<file path="src/rtl/pixel_readout_capture_pkg.sv">
// Shared types and constants for the camera strobe receiver: frame FSM states and row tags.
package pixel_readout_capture_pkg;

    typedef enum logic [2:0] {
        ST_IDLE    = 3'd0,
        ST_EXPOSE  = 3'd1,
        ST_WAIT_R1 = 3'd2,
        ST_ROW1    = 3'd3,
        ST_WAIT_R2 = 3'd4,
        ST_ROW2    = 3'd5,
        ST_END     = 3'd6
    } cap_state_t;

    localparam logic ROW_1 = 1'b0;
    localparam logic ROW_2 = 1'b1;

    localparam int EXP_W_DEFAULT = 5;

    // States in which an early erase aborts the frame.
    function automatic logic is_active(cap_state_t s);
        return (s != ST_IDLE) && (s != ST_END);
    endfunction

endpackage

</file>
<file path="src/rtl/pixel_readout_capture_sync_fifo.sv">
// Small synchronous FIFO holding tagged ADC samples; power-of-two depth, wrapping pointers.
module pixel_readout_capture_sync_fifo #(
    parameter int WIDTH = 13,
    parameter int DEPTH = 4
) (
    input  logic                     clk,
    input  logic                     reset,
    input  logic                     push,
    input  logic [WIDTH-1:0]         push_data,
    input  logic                     pop,
    output logic [WIDTH-1:0]         head,
    output logic                     full,
    output logic                     empty,
    output logic [$clog2(DEPTH):0]   count
);

    localparam int AW = $clog2(DEPTH);
    localparam logic [AW:0] DEPTH_CNT = (AW+1)'(DEPTH);

    logic [WIDTH-1:0] mem [DEPTH];
    logic [AW-1:0]    rd_ptr;
    logic [AW-1:0]    wr_ptr;
    logic             do_pop;
    logic             do_push;

    assign full    = (count == DEPTH_CNT);
    assign empty   = (count == '0);
    assign head    = mem[rd_ptr];
    assign do_pop  = pop && !empty;
    // A pop frees the slot in the same edge, so a full FIFO still accepts.
    assign do_push = push && (!full || do_pop);

    always_ff @(posedge clk) begin
        if (do_push) begin
            mem[wr_ptr] <= push_data;
        end
    end

    always_ff @(posedge clk) begin
        if (reset) begin
            rd_ptr <= '0;
            wr_ptr <= '0;
            count  <= '0;
        end else begin
            if (do_push) begin
                wr_ptr <= wr_ptr + 1'b1;
            end
            if (do_pop) begin
                rd_ptr <= rd_ptr + 1'b1;
            end
            case ({do_push, do_pop})
                2'b10:   count <= count + 1'b1;
                2'b01:   count <= count - 1'b1;
                default: count <= count;
            endcase
        end
    end

endmodule

</file>
<file path="src/rtl/pixel_readout_capture.sv">
// Camera strobe receiver: frame sequencing FSM, exposure measurement, per-row ADC capture
// into a tagged sample FIFO, and sticky sequencing/overflow error flags.
module pixel_readout_capture
    import pixel_readout_capture_pkg::*;
#(
    parameter int DATA_W     = 8,
    parameter int EXP_W      = EXP_W_DEFAULT,
    parameter int FRAME_W    = 4,
    parameter int FIFO_DEPTH = 4
) (
    input  logic               clk,
    input  logic               reset,
    input  logic               expose,
    input  logic               erase,
    input  logic               nre1,
    input  logic               nre2,
    input  logic               adc,
    input  logic [DATA_W-1:0]  adc_data,
    input  logic               err_clr,
    output logic               out_valid,
    input  logic               out_ready,
    output logic [DATA_W-1:0]  out_data,
    output logic               out_row,
    output logic [FRAME_W-1:0] out_frame,
    output logic [EXP_W-1:0]   exp_cycles,
    output logic               frame_done,
    output logic               frame_abort,
    output logic               err_protocol,
    output logic               err_overflow
);

    // state      | meaning
    // ST_IDLE    | waiting for expose with erase released
    // ST_EXPOSE  | counting exposure cycles
    // ST_WAIT_R1 | exposure over, waiting for nre1 low
    // ST_ROW1    | row 1 read window, one sample allowed
    // ST_WAIT_R2 | waiting for nre2 low
    // ST_ROW2    | row 2 read window, one sample allowed
    // ST_END     | readout complete, waiting for erase

    localparam int ENTRY_W = DATA_W + 1 + FRAME_W;

    cap_state_t                  state;
    logic [EXP_W-1:0]            exp_cnt;
    logic [FRAME_W-1:0]          frame_id;
    logic                        row_taken;

    logic                        fifo_full;
    logic                        fifo_empty;
    logic [ENTRY_W-1:0]          fifo_head;
    logic [$clog2(FIFO_DEPTH):0] fifo_count;

    logic in_row;
    logic cur_row;
    logic abort;
    logic both_low;
    logic sample_ok;
    logic pop_req;
    logic nre_err;
    logic miss_err;
    logic proto_err;
    logic ovf_err;

    always_comb begin
        in_row    = (state == ST_ROW1) || (state == ST_ROW2);
        cur_row   = (state == ST_ROW2) ? ROW_2 : ROW_1;
        abort     = erase && is_active(state);
        both_low  = !nre1 && !nre2;
        sample_ok = adc && in_row && !row_taken;
        pop_req   = out_valid && out_ready;
        nre_err   = both_low
                  || (!nre1 && (state != ST_WAIT_R1) && (state != ST_ROW1))
                  || (!nre2 && (state != ST_WAIT_R2) && (state != ST_ROW2));
        // Row closed without ever seeing its sample.
        miss_err  = !abort && !row_taken && !sample_ok
                  && (((state == ST_ROW1) && nre1) || ((state == ST_ROW2) && nre2));
        proto_err = (adc && !sample_ok) || nre_err || miss_err
                  || (expose && (state != ST_IDLE) && (state != ST_EXPOSE));
        ovf_err   = sample_ok && fifo_full && !pop_req;
    end

    always_ff @(posedge clk) begin
        if (reset) begin
            state        <= ST_IDLE;
            exp_cnt      <= '0;
            exp_cycles   <= '0;
            frame_id     <= '0;
            row_taken    <= 1'b0;
            frame_done   <= 1'b0;
            frame_abort  <= 1'b0;
            err_protocol <= 1'b0;
            err_overflow <= 1'b0;
        end else begin
            frame_done   <= 1'b0;
            frame_abort  <= 1'b0;
            err_protocol <= proto_err || (err_protocol && !err_clr);
            err_overflow <= ovf_err || (err_overflow && !err_clr);

            if (sample_ok) begin
                row_taken <= 1'b1;
            end
            if ((state == ST_EXPOSE) && expose && (exp_cnt != '1)) begin
                exp_cnt <= exp_cnt + 1'b1;
            end

            if (abort) begin
                state       <= ST_IDLE;
                frame_abort <= 1'b1;
                frame_id    <= frame_id + 1'b1;
            end else if (!both_low) begin
                case (state)
                    ST_IDLE: begin
                        if (expose && !erase) begin
                            state   <= ST_EXPOSE;
                            exp_cnt <= EXP_W'(1);
                        end
                    end
                    ST_EXPOSE: begin
                        if (!expose) begin
                            state      <= ST_WAIT_R1;
                            exp_cycles <= exp_cnt;
                        end
                    end
                    ST_WAIT_R1: begin
                        if (!nre1) begin
                            state     <= ST_ROW1;
                            row_taken <= 1'b0;
                        end
                    end
                    ST_ROW1: begin
                        if (nre1) begin
                            state <= ST_WAIT_R2;
                        end
                    end
                    ST_WAIT_R2: begin
                        if (!nre2) begin
                            state     <= ST_ROW2;
                            row_taken <= 1'b0;
                        end
                    end
                    ST_ROW2: begin
                        if (nre2) begin
                            state <= ST_END;
                        end
                    end
                    ST_END: begin
                        if (erase) begin
                            state      <= ST_IDLE;
                            frame_done <= 1'b1;
                            frame_id   <= frame_id + 1'b1;
                        end
                    end
                    default: state <= ST_IDLE;
                endcase
            end
        end
    end

    pixel_readout_capture_sync_fifo #(
        .WIDTH (ENTRY_W),
        .DEPTH (FIFO_DEPTH)
    ) u_fifo (
        .clk       (clk),
        .reset     (reset),
        .push      (sample_ok),
        .push_data ({frame_id, cur_row, adc_data}),
        .pop       (pop_req),
        .head      (fifo_head),
        .full      (fifo_full),
        .empty     (fifo_empty),
        .count     (fifo_count)
    );

    assign out_valid = (fifo_count != '0);
    assign out_data  = fifo_empty ? '0 : fifo_head[DATA_W-1:0];
    assign out_row   = fifo_empty ? 1'b0 : fifo_head[DATA_W];
    assign out_frame = fifo_empty ? '0 : fifo_head[ENTRY_W-1 -: FRAME_W];

endmodule
</file>
<file path="config.mk">
export PLATFORM = sky130hd
export DESIGN_NAME = pixel_readout_capture
export DESIGN_NICKNAME = d
export VERILOG_FILES = /design/src/rtl/pixel_readout_capture_pkg.sv /design/src/rtl/pixel_readout_capture_sync_fifo.sv /design/src/rtl/pixel_readout_capture.sv
export SDC_FILE = /design/constraint.sdc
export NUM_CORES = 1
export LEC_CHECK = 0
export BUFFER_PORTS_ARGS = -buffer_cell sky130_fd_sc_hd__buf_2
export CELL_PAD_IN_SITES_DETAIL_PLACEMENT = 1
export CELL_PAD_IN_SITES_GLOBAL_PLACEMENT = 1
export CORE_ASPECT_RATIO = 0.6
export CORE_MARGIN = 8
export CORE_UTILIZATION = 47
export DETAILED_ROUTE_END_ITERATION = 10
export GPL_TIMING_DRIVEN = 1
export HOLD_SLACK_MARGIN = 0.06
export PLACE_DENSITY = 0.8
export SETUP_SLACK_MARGIN = 0.4
export SLEW_MARGIN = 20
export SYNTH_ARGS = -nofsm -noshare
export SYNTH_HDL_FRONTEND = slang
export SYNTH_SLANG_ARGS = --single-unit
</file>
<file path="constraint.sdc">
create_clock -name clk -period 2.72 [get_ports clk]
set_input_delay 0.272 -clock clk [delete_from_list [all_inputs] [get_ports clk]]
set_output_delay 0.272 -clock clk [all_outputs]
set_load 0.05 [all_outputs]
</file>
==> results.json <==
{
  "yosys_warnings": 0,
  "holdBufCountCts": 0,
  "antenna_found_initial": 0,
  "synthToLayoutAreaGrowth_pct": 16.3,
  "cts_root_buffer": "clkbuf_16",
  "maxCapViolCount": 0,
  "hp-class": "input port to flip-flop",
  "fmax_ghz": 0.463,
  "hold_violations": 0,
  "drv_slew": 0,
  "holdPathEnd": "u_fifo.mem[0][5]",
  "die_x_um": 130,
  "r2r.worst_path.cells": 6,
  "die-area_um2": 11100,
  "num_rows": 25,
  "drt_pre_antenna_iters": 4,
  "slew_headroom": 0.501,
  "ys.flop_type": "edfxtp_1",
  "port_buffers": 39,
  "hold_depth": 1,
  "synth.distinct_cells": 50,
  "vias": 2485,
  "grt_max_degree": 17,
  "rsz0062_at_grt": "no",
  "nNetsFinal": 352,
  "synth.ff_latch_count": 83,
  "period_needed_ps": 2160,
  "cts_max_level": 3,
  "dp_cells": 424,
  "reg2reg_to": "u_fifo.mem[3][9]",
  "place_hpwl_um": 5920,
  "r2r_setup_slack_ps": 560,
  "syn-cell-area_um2": 3700,
  "cts_resized": 1,
  "startpoint_type": "flip-flop",
  "r2r_start": "state[1]",
  "setup_viol": 0,
  "finalNonFillerCells": 440,
  "period_share": 0.794,
  "clock-sinks": 83,
  "leakage_nw": 1.58,
  "clk_transition_reported_paths_ps": 60,
  "start_util": 0.476,
  "grt_pass1_wl_um": 14900,
  "worstSetupEndpointType": "output port",
  "antennaDiodeCount": 0,
  "ios": 40,
  "async_reset_ff_frac": 0,
  "syn_nets": 311,
  "required_ps": 2450,
  "ir_worst_vdd_mv": 0.409,
  "fin_worst_skew_ps": 8.17,
  "post_drt_wl_per_cell_um": 21.4,
  "grt_pass1_vias": 2752,
  "track_usage": 0.181,
  "fin_setup_tns_ps": 0,
  "drt.antenna.violating_nets": 0,
  "syn-instance-count": 286,
  "die_y_um": 84.7,
  "holdCritStartpoint": "adc_data[5]",
  "coreArea_um2": 7760,
  "vias_per_cell": 5.65,
  "cp_max_fo": 13,
  "overflow": 0,
  "clk_latency_ps": 340,
  "cts_setup_buffers": 0,
  "first_iter_violations": 184,
  "drcViolationCount": 0,
  "gp_congestion": 0.794,
  "clk_path_buf_depth": 2,
  "outcome": "finished clean",
  "avgSynthCellArea_um2": 12.9,
  "worst_slew_pin_slew_ps": 739,
  "drive_gt1_frac": 0.250,
  "totalWireLength_um": 9400,
  "cts_buffers": 9,
  "cts_tree": "done",
  "synth-edff-count": 52,
  "cp.arrival_ps": 1890,
  "power_density_nw_per_um2": 625,
  "ys_seq_area_frac": 0.590,
  "path_class": "flip-flop to output port"
}
-- critical path: stages, from the launching register on --
cell     delay [ps]
dfxtp_1         730
mux4_2          430
and2_1          170
buf_2           210
-- synthesized netlist by cell type (2+ instances only) --
| master | count | area, um^2 |
|---|---|---|
| edfxtp_1 | 52 | 1560 |
| dfxtp_1 | 31 | 621 |
| nor2_1 | 29 | 109 |
| and2_1 | 17 | 106 |
| mux4_2 | 13 | 293 |
| a21oi_1 | 11 | 55.1 |
| nand2_1 | 11 | 41.3 |
| clkbuf_1 | 9 | 33.8 |
| mux2i_1 | 8 | 80.1 |
| nand3_1 | 8 | 40.0 |
| ha_1 | 7 | 87.6 |
| inv_1 | 7 | 26.3 |
| xor2_1 | 7 | 61.3 |
| buf_2 | 6 | 30.0 |
| nor2b_1 | 5 | 31.3 |
| o21ai_0 | 5 | 25.0 |
| and3_1 | 4 | 25.0 |
| nor3_1 | 4 | 20.0 |
| a211oi_1 | 3 | 22.5 |
| a31oi_1 | 3 | 18.8 |
| nand2b_1 | 3 | 18.8 |
| nand4_1 | 3 | 18.8 |
| nor4_1 | 3 | 18.8 |
| o2111ai_1 | 3 | 26.3 |
| xnor2_1 | 3 | 26.3 |
| a21o_1 | 2 | 15.0 |
| buf_4 | 2 | 15.0 |
| nand3b_1 | 2 | 15.0 |
| nor4b_1 | 2 | 17.5 |
| o211ai_1 | 2 | 15.0 |
| or3_1 | 2 | 12.5 |
-- layout make-up --
cell class | instances | area [um^2]
Tap cell | 108 | 135
Timing Repair Buffer | 48 | 263
Fill cell | 799 | 3460
Clock buffer | 15 | 289
Clock inverter | 1 | 5.00
Multi-Input combinational cell | 177 | 1390
Inverter | 8 | 32.5
Sequential cell | 83 | 2180
-- registers in the layout, indices dropped and copies added (netlist names), named ones only --
register,count
frame_done,1
frame_abort,1
err_overflow,1
state,3
u_fifo.rd_ptr,2
u_fifo.wr_ptr,2
exp_cnt,5
err_protocol,1
u_fifo.count,3
exp_cycles,5
frame_id,4
row_taken,1
u_fifo.mem,52
-- layout by cell type, fill, tap and decap left out, drive strengths merged, types with 4 or more instances in the layout --
cell    synthesis  routed
nand3           8       8
dfxtp          31      31
a21oi          11      11
xor2            8       8
o21ai           6       6
nor4            4       4
nor2           30      30
nand2          11      11
mux2i           8       8
nor2b           5       5
clkbuf          9      15
and3            4       4
edfxtp         52      52
nor3            4       4
buf             9      48
mux4           13      13
and2           17      17
ha              7       7
inv             8       8
-- power by group --
group,internal (W),switching [W]
sequential,0.00134,0.0000194
combinational,0.0000417,0.0000799
clock,0.000724,0.000479
total,0.00211,0.000578
-- metrics by stage --
step           area [um^2]  total power, W  hold WS (ps)  worst slack, ps  utilization
2_1_floorplan         3710         0.00146           371              481            -
3_3_place_gp          4000         0.00150           477              546        0.516
3_5_place_dp          4000         0.00150           486              453        0.516
4_1_cts               4300         0.00270           139              529        0.554
5_1_grt               4300         0.00276           143              441        0.554
6_report              4300         0.00269           152              559        0.554
-- routing by layer --
metal  vias to the layer above  global-route usage  wire (um)
met1                      1258               0.216       3970
met5                         -                   0          0
li1                       1136                   -          -
met3                        15              0.0614        500
met2                        76               0.297       4730
met4                         0              0.0632        199
-- logic make-up after synthesis --
kind of cell | after synthesis | synth area share
AO/OA/AOI/OAI | 36 | 0.0643
buffers and inverters | 26 | 0.0332
XOR/XNOR | 11 | 0.0281
AND/OR/NAND/NOR | 100 | 0.151
flip-flops | 83 | 0.590
multiplexers | 22 | 0.104
adder cells (fa/ha/maj) | 8 | 0.0291
-- worst max path at each step --
stage | endpoint | slack (ps) | cells after the start
after global routing | u_fifo.mem[3][5] | 440 | 6
after global placement | u_fifo.count[2] | 550 | 7
after CTS | out_frame[1] | 530 | 3
final | out_frame[1] | 560 | 3
after floorplan | u_fifo.count[2] | 480 | 9
after detailed placement | u_fifo.count[2] | 450 | 7
Note: power is estimated with default switching activity, not from simulation.
